===== src/rtl/dmem_access_ctrl.sv =====
// ---------------------------------------------------------------------------
// dmem_access_ctrl
//
// Memory-stage data-access controller. Turns the M-stage load/store controls
// into a single sram-like request toward the AXI bridge and waits for the
// bridge to complete it. While the access is outstanding it holds d_stall so
// the pipeline (and therefore every M-stage input) stays frozen. Load data is
// captured raw and then lane-selected and extended with the current M-stage
// controls.
//
// Ports
//   clk, rst             core clock, synchronous active-high reset
//   memtoregM            M-stage instruction is a load
//   memwriteM[3:0]       nonzero: M-stage instruction is a store
//   data_lengthM[1:0]    00 byte, 01 half, 10/11 word
//   ls_extend_signedM    load sign-extends (1) or zero-extends (0)
//   aluoutM[31:0]        byte address
//   writedataM[31:0]     store source register value
//   mips_stall           global pipeline freeze (includes d_stall)
//   d_stall              access in M not yet complete
//   readdataM[31:0]      extended load result, valid when d_stall = 0
//   data_sram_req        request valid
//   data_sram_wr         1 for store
//   data_sram_size[1:0]  0 byte, 1 half, 2 word
//   data_sram_addr[31:0] request address (aluoutM)
//   data_sram_wdata      lane-replicated store data
//   data_sram_addr_ok    request accepted this cycle
//   data_sram_data_ok    data returned / write done this cycle
//   data_sram_rdata      raw read word
// ---------------------------------------------------------------------------
module dmem_access_ctrl (
    input  logic        clk,
    input  logic        rst,
    input  logic        memtoregM,
    input  logic [3:0]  memwriteM,
    input  logic [1:0]  data_lengthM,
    input  logic        ls_extend_signedM,
    input  logic [31:0] aluoutM,
    input  logic [31:0] writedataM,
    input  logic        mips_stall,
    output logic        d_stall,
    output logic [31:0] readdataM,
    output logic        data_sram_req,
    output logic        data_sram_wr,
    output logic [1:0]  data_sram_size,
    output logic [31:0] data_sram_addr,
    output logic [31:0] data_sram_wdata,
    input  logic        data_sram_addr_ok,
    input  logic        data_sram_data_ok,
    input  logic [31:0] data_sram_rdata
);

    typedef enum logic [1:0] {
        ST_IDLE = 2'd0,
        ST_WAIT = 2'd1,
        ST_DONE = 2'd2
    } state_t;

    state_t      state_q, state_d;
    logic [31:0] rdata_q, rdata_d;

    logic        is_store;
    logic        access;

    assign is_store = |memwriteM;
    assign access   = memtoregM | is_store;

    // -----------------------------------------------------------------------
    // Next state and raw read-data capture
    // -----------------------------------------------------------------------
    always_comb begin
        state_d = state_q;
        rdata_d = rdata_q;
        case (state_q)
            ST_IDLE: begin
                if (access && data_sram_addr_ok) begin
                    if (data_sram_data_ok) begin
                        // Accepted and completed in the same cycle.
                        state_d = ST_DONE;
                        rdata_d = data_sram_rdata;
                    end else begin
                        state_d = ST_WAIT;
                    end
                end
            end
            ST_WAIT: begin
                if (data_sram_data_ok) begin
                    state_d = ST_DONE;
                    rdata_d = data_sram_rdata;
                end
            end
            ST_DONE: begin
                // The instruction leaves M on this edge only if nothing else
                // freezes the pipeline; until then DONE blocks a re-issue.
                if (!mips_stall) begin
                    state_d = ST_IDLE;
                end
            end
            default: begin
                state_d = ST_IDLE;
            end
        endcase
    end

    always_ff @(posedge clk) begin
        if (rst) begin
            state_q <= ST_IDLE;
            rdata_q <= '0;
        end else begin
            state_q <= state_d;
            rdata_q <= rdata_d;
        end
    end

    // -----------------------------------------------------------------------
    // Request side. All of these depend only on frozen M-stage inputs plus
    // the state, so they hold steady until addr_ok.
    // -----------------------------------------------------------------------
    assign data_sram_req  = access && (state_q == ST_IDLE);
    assign data_sram_wr   = is_store;
    assign data_sram_addr = aluoutM;
    assign d_stall        = access && (state_q != ST_DONE);

    always_comb begin
        data_sram_size  = 2'd2;
        data_sram_wdata = writedataM;
        case (data_lengthM)
            2'b00: begin
                data_sram_size  = 2'd0;
                data_sram_wdata = {4{writedataM[7:0]}};
            end
            2'b01: begin
                data_sram_size  = 2'd1;
                data_sram_wdata = {2{writedataM[15:0]}};
            end
            default: begin
                data_sram_size  = 2'd2;
                data_sram_wdata = writedataM;
            end
        endcase
    end

    // -----------------------------------------------------------------------
    // Load lane select and extension from the captured raw word
    // -----------------------------------------------------------------------
    logic [7:0]  ld_byte;
    logic [15:0] ld_half;

    always_comb begin
        ld_byte = rdata_q[7:0];
        case (aluoutM[1:0])
            2'd0: ld_byte = rdata_q[7:0];
            2'd1: ld_byte = rdata_q[15:8];
            2'd2: ld_byte = rdata_q[23:16];
            2'd3: ld_byte = rdata_q[31:24];
            default: ld_byte = rdata_q[7:0];
        endcase

        ld_half = aluoutM[1] ? rdata_q[31:16] : rdata_q[15:0];

        readdataM = rdata_q;
        case (data_lengthM)
            2'b00: readdataM = {{24{ls_extend_signedM & ld_byte[7]}}, ld_byte};
            2'b01: readdataM = {{16{ls_extend_signedM & ld_half[15]}}, ld_half};
            default: readdataM = rdata_q;
        endcase
    end

endmodule


===== config.mk =====
export PLATFORM = sky130hd
export DESIGN_NAME = dmem_access_ctrl
export DESIGN_NICKNAME = d
export VERILOG_FILES = /design/src/rtl/dmem_access_ctrl.sv
export SDC_FILE = /design/constraint.sdc
export NUM_CORES = 1
export LEC_CHECK = 0
export ABC_AREA = 1
export CAP_MARGIN = 20
export CELL_PAD_IN_SITES_DETAIL_PLACEMENT = 0
export CELL_PAD_IN_SITES_GLOBAL_PLACEMENT = 1
export CORE_MARGIN = 2
export CORE_UTILIZATION = 23
export DETAILED_ROUTE_END_ITERATION = 10
export GPL_TIMING_DRIVEN = 0
export PLACE_DENSITY_LB_ADDON = 0.25
export SYNTH_ARGS = -nofsm -noshare
export SYNTH_HDL_FRONTEND = slang
export SYNTH_SLANG_ARGS = --single-unit

===== constraint.sdc =====
create_clock -name clk -period 1.5 [get_ports clk]
set_input_delay 0.3 -clock clk [delete_from_list [all_inputs] [get_ports clk]]
set_output_delay 0.3 -clock clk [all_outputs]
set_load 0.01 [all_outputs]

# Word level (Yosys, flattened, before mapping)
# Index checks and enable logic that the tools add are counted.
# Widths: inputs -> output; s select.
# word_totals
reg_bits	34
input_bits	109
out_inout_bits	101
word_cells	38
# op_classes
eq_ne	10
muxes	13
n_bitwise	3
n_reduce_logical	10
# op_table
op	n
$pmux 32 s2	3
$mux 32	2
$pmux 8 s4	1
$mux 16	1
$mux 2	4
$ne 2x2->1 const B	4
$eq 2x1->1 const B	3
$eq 2x2->1 const B	3
$logic_not 2->1	3
$pmux 2 s3	1
$pmux 2 s2	1
$reduce_or 4->1	1
$logic_and 1x1->1	3
$reduce_and 3->1	1
$and 1x1->1	2
$reduce_and 2->1	1
$reduce_bool 2->1	1
$or 1x1->1	1

# Longest topological paths before layout
# logic_depth
depth_word	5
depth_mapped	9
depth_no_buf	7

# Least setup slack after synthesis
# Ideal clock, no wire load.
# synth_path
kind	input to output
from	input port data_lengthM[1]
to	output port readdataM[14]
arrival_time_ps	1140
t_required_ps	1200
setup_slack_ps	60
cell_stages	7
path_buffers	2
path_cell_list	buf_6 inv_4 nand2_2 a21oi_4 nand3_4 buf_12 nand2_1
# synth_between
elab_chain_len	2
# synth_rtl
item	line_no	rtl
start, declared	36	input logic [1:0] data_lengthM,
$eq 2x1->1 or $logic_not 2->1 (tied branches)	162	case (data_lengthM)
$pmux 32 s2 (*)	162	
end, declared	42	output logic [31:0] readdataM,
# Mark *: on every way between the ends. The rest lies on a longest branch, timed or not.

# Worst setup path in the final report
# layout_path
from	register rdata_q[23]
to	output port readdataM[25]
# layout_between
elab_chain_len	3
# layout_rtl
item	line_no	rtl
start, declared	60	logic [31:0] rdata_q, rdata_d;
start signal, assigned	111	rdata_q <= rdata_d;
$pmux 8 s4	151	case (aluoutM[1:0])
$and 1x1->1	163	2'b00: readdataM = {{24{ls_extend_signedM & ld_byte[7]}}, ld_byte};
$pmux 32 s2	162	
# No other way between the ends.

==> impl_metrics.env <==
export IMPL_hold_viol=0
export IMPL_synth_xor_area_frac=0
export IMPL_max_cap_violations=0
export IMPL_grt_pass1_vias=3960
export IMPL_drv_slew=0
export IMPL_p_int_mw=2.573
export IMPL_peakVddDrop_mv=0.4277
export IMPL_crit_start="rdata_q[23]$_SDFFE_PP0P_"
export IMPL_grtUsageTotal=0.1661
export IMPL_power_density_nw_per_um2=665.9
export IMPL_fp_row_count=42
export IMPL_synthAdderAreaFrac=0
export IMPL_synth_area_um2=3149
export IMPL_dpl_hpwl_mm=9.965
export IMPL_grt_pass1_wl_mm=19.33
export IMPL_clk_path_buf_depth=2
export IMPL_clock_power_share=0.265
export IMPL_synthDistinctLibCells=25
export IMPL_antenna_found_initial=0
export IMPL_place_congestion=0.7928
export IMPL_period_share=1.181
export IMPL_status="complete, but fails checks"
export IMPL_switchingPower_mw=1.262
export IMPL_synth_ff_type="dfxtp_1"
export IMPL_cp_end_kind="output pin"
export IMPL_antennaDiodeCount=0
export IMPL_area_growth_pct=82.88
export IMPL_finalInstanceArea_um2=5759
export IMPL_reg2reg_depth=6
export IMPL_path_cells="nand2_4 -> o211ai_4 -> nand3_4 -> buf_12 -> buf_12 -> nand3_2 -> buf_6"
export IMPL_worstPathMaxFanout=10
export IMPL_syn_inst=518
export IMPL_cp_num_cells=7
export IMPL_fin_skew_ns=0.003313
export IMPL_cp_arrival_ns=1.47
export IMPL_clkLatencyLatePin_ns=0.27
export IMPL_cts_root_buf="clkbuf_16"
export IMPL_relSlewSlack=0.6358
export IMPL_final_cell_mix="nand2_1 (137), clkdlybuf4s50_1 (94), buf_4 (66), inv_1 (62), nand3_1 (45)"
export IMPL_max_stage_delay_ns=0.37
export IMPL_grt_remaining_overflow=0
export IMPL_async_reset_ff_frac=0
export IMPL_synthMuxAreaShare=0
export IMPL_nNetsFinal=838
export IMPL_crit_top_cell="buf_12"
export IMPL_fin_crit_ns=1.772
export IMPL_synth_compound_area_frac=0.1514
export IMPL_drt_iter0_markers=128
export IMPL_rr_endpoint="rdata_q[7]$_SDFFE_PP0P_"
export IMPL_clkSinkCount=34
export IMPL_synth_sequential_area_ratio=0.2161
export IMPL_drcViolationCount=0
export IMPL_routedWlPerCell_um=13.87
export IMPL_setup_violations=29
export IMPL_critPathLaunchType="flip-flop"
export IMPL_start_util=0.2369
export IMPL_coreArea_um2=13300
export IMPL_hold_buffers=0
export IMPL_final_antenna_net_count=0
export IMPL_power_frac_comb=0.445
export IMPL_hold_path_class="reg2reg"
export IMPL_die_width_um=121.0
export IMPL_timing_rr_start="state_q[1]$_SDFFE_PP0P_"
export IMPL_synth_edf_count=0
export IMPL_tightestPinTransition_ns=0.5463
export IMPL_path_clk_slew_ns=0.05
export IMPL_vias=3987
export IMPL_yosys_top_cells_area="dfxtp_1 (22%), nand2_1 (18%), buf_4 (9.5%), inv_1 (8.3%), nand3_1 (7.9%)"
export IMPL_r2r_slack_ns=0.28
export IMPL_rsz0062_at_grt="yes"
export IMPL_p_total_mw=3.835
export IMPL_hold_path_startpoint="rdata_q[13]$_SDFFE_PP0P_"
export IMPL_path_class="reg2out"
export IMPL_cts_tree="yes"
export IMPL_dr_pass1_iters=4
export IMPL_violations="negative setup slack"
export IMPL_crit_path_top_delay_cell="dfxtp_4"
export IMPL_die_y_um=121.0
export IMPL_port_buffers=178
export IMPL_vias_per_cell=4.401
export IMPL_setup_ws_ns=-0.2716
export IMPL_final_common_cell="nand2_1"
export IMPL_synth_area_per_cell_um2=6.080
export IMPL_dpl_cell_area_um2=5151
export IMPL_required_ns=1.20
export IMPL_htreeDepth=2
export IMPL_crit_buf_inv=3
export IMPL_drive_above_1_share=0.3315
export IMPL_dieArea_um2=14640
export IMPL_fmax_mhz=564.5
export IMPL_yosys_area_share_simple=0.3743
export IMPL_endpoint="readdataM[25]"
export IMPL_ys_ff_latch=34
export IMPL_synth_top_area_frac=0.2161
export IMPL_pwr_share_seq=0.289
export IMPL_critical_path_top_delay_family="buffers and inverters"
export IMPL_synth_top_cell_by_area="dfxtp_1"
export IMPL_grt_max_degree=11
export IMPL_syn_nets=627
export IMPL_drt_total_wl_mm=12.57
export IMPL_synth_top_family_by_area="simple AND/OR/NAND/NOR gates"
export IMPL_swShare=0.3290
export IMPL_io_pins=210
export IMPL_leakage_nw=2.936
export IMPL_cts_buffers=5
export IMPL_ys_warn_count=0
-- worst register-to-register path, stage by stage, from the launching register on --
cell	delay, ns
dfxtp_1	0.34
nor2_1	0.17
nand2_2	0.10
buf_6	0.15
buf_6	0.14
a21oi_1	0.15
nor2_1	0.06
-- flip-flops by register name (all words and copies together), names as in the netlist --
signal,flops
rdata_q,32
state_q,2
-- through the flow --
step	hold slack [ns]	TNS (ns)	cells	worst slack (ns)	util
6_report	0.4966	-5.904	906	-0.2716	0.4332
4_1_cts	0.5022	-6.904	903	-0.3042	0.4257
3_3_place_gp	0.4848	-62.18	872	-1.197	0.3874
3_5_place_dp	0.5041	-63.26	872	-1.196	0.3874
2_1_floorplan	0.3691	0	518	0.05973	-
5_1_grt	0.5340	-7.780	906	-0.3349	0.4332
-- how the worst min path moves through the flow --
stage,endpoint,cells after the start
2_1_floorplan,state_q[1]$_SDFFE_PP0P_,1
3_3_place_gp,state_q[0]$_SDFFE_PP0P_,2
3_5_place_dp,rdata_q[12]$_SDFFE_PP0P_,2
4_1_cts,rdata_q[13]$_SDFFE_PP0P_,2
5_1_grt,rdata_q[7]$_SDFFE_PP0P_,2
6_report,rdata_q[13]$_SDFFE_PP0P_,2
-- layout make-up --
type | count | area [um^2]
Buffer | 71 | 565.5
Sequential cell | 34 | 704.4
Timing Repair Buffer | 205 | 1981
Fill cell | 1410 | 7536
Clock buffer | 7 | 142.6
Tap cell | 176 | 220.2
Clock inverter | 1 | 5.005
Inverter | 73 | 299.0
Multi-Input combinational cell | 339 | 1842
-- repair_timing --
action / in CTS / in global routing
cloned: 3 / 1
pin swaps: 19 / 12
setup endpoints to repair: 70 / 86
gates resized for setup: 357 / 48
buffers inserted: 21 / 3
-- power by group through the flow --
stage	clock network, mW	logic [mW]	registers, mW
floorplan	0	0.805	1.06
global placement	0	1.58	1.11
detailed placement	0	1.59	1.11
CTS	1.04	1.69	1.10
global route	1.08	1.87	1.12
finish	1.02	1.71	1.11
-- metal layers --
metal / global-route usage / vias to the layer above / share of wire / wire [um]
met1: 0.1867 / 1791 / 0.40 / 5001
met5: 0 / - / 0 / 0
met3: 0.03524 / 16 / 0.083 / 1042
met2: 0.3125 / 163 / 0.50 / 6309
li1: - / 2017 / - / -
met4: 0.04578 / 0 / 0.017 / 213
-- kinds of logic (layout without fill, tap and decap cells) --
group | after synthesis | after routing
buffers and inverters | 145 | 357
DFF | 34 | 34
and+or+nand+nor | 260 | 260
AOI/OAI and AO/OA | 79 | 79
-- synth_stat cells (3+ instances only) --
cell,number
nor2_1,35
o21ai_0,19
nand3_2,15
nor2_2,3
nand3_1,50
a21oi_1,35
buf_4,40
inv_1,70
buf_6,9
nand2_1,148
a2bb2oi_1,7
o211ai_1,13
buf_2,13
clkbuf_1,8
dfxtp_1,34
nand2_2,7
Power figures use the tool's default switching activity.
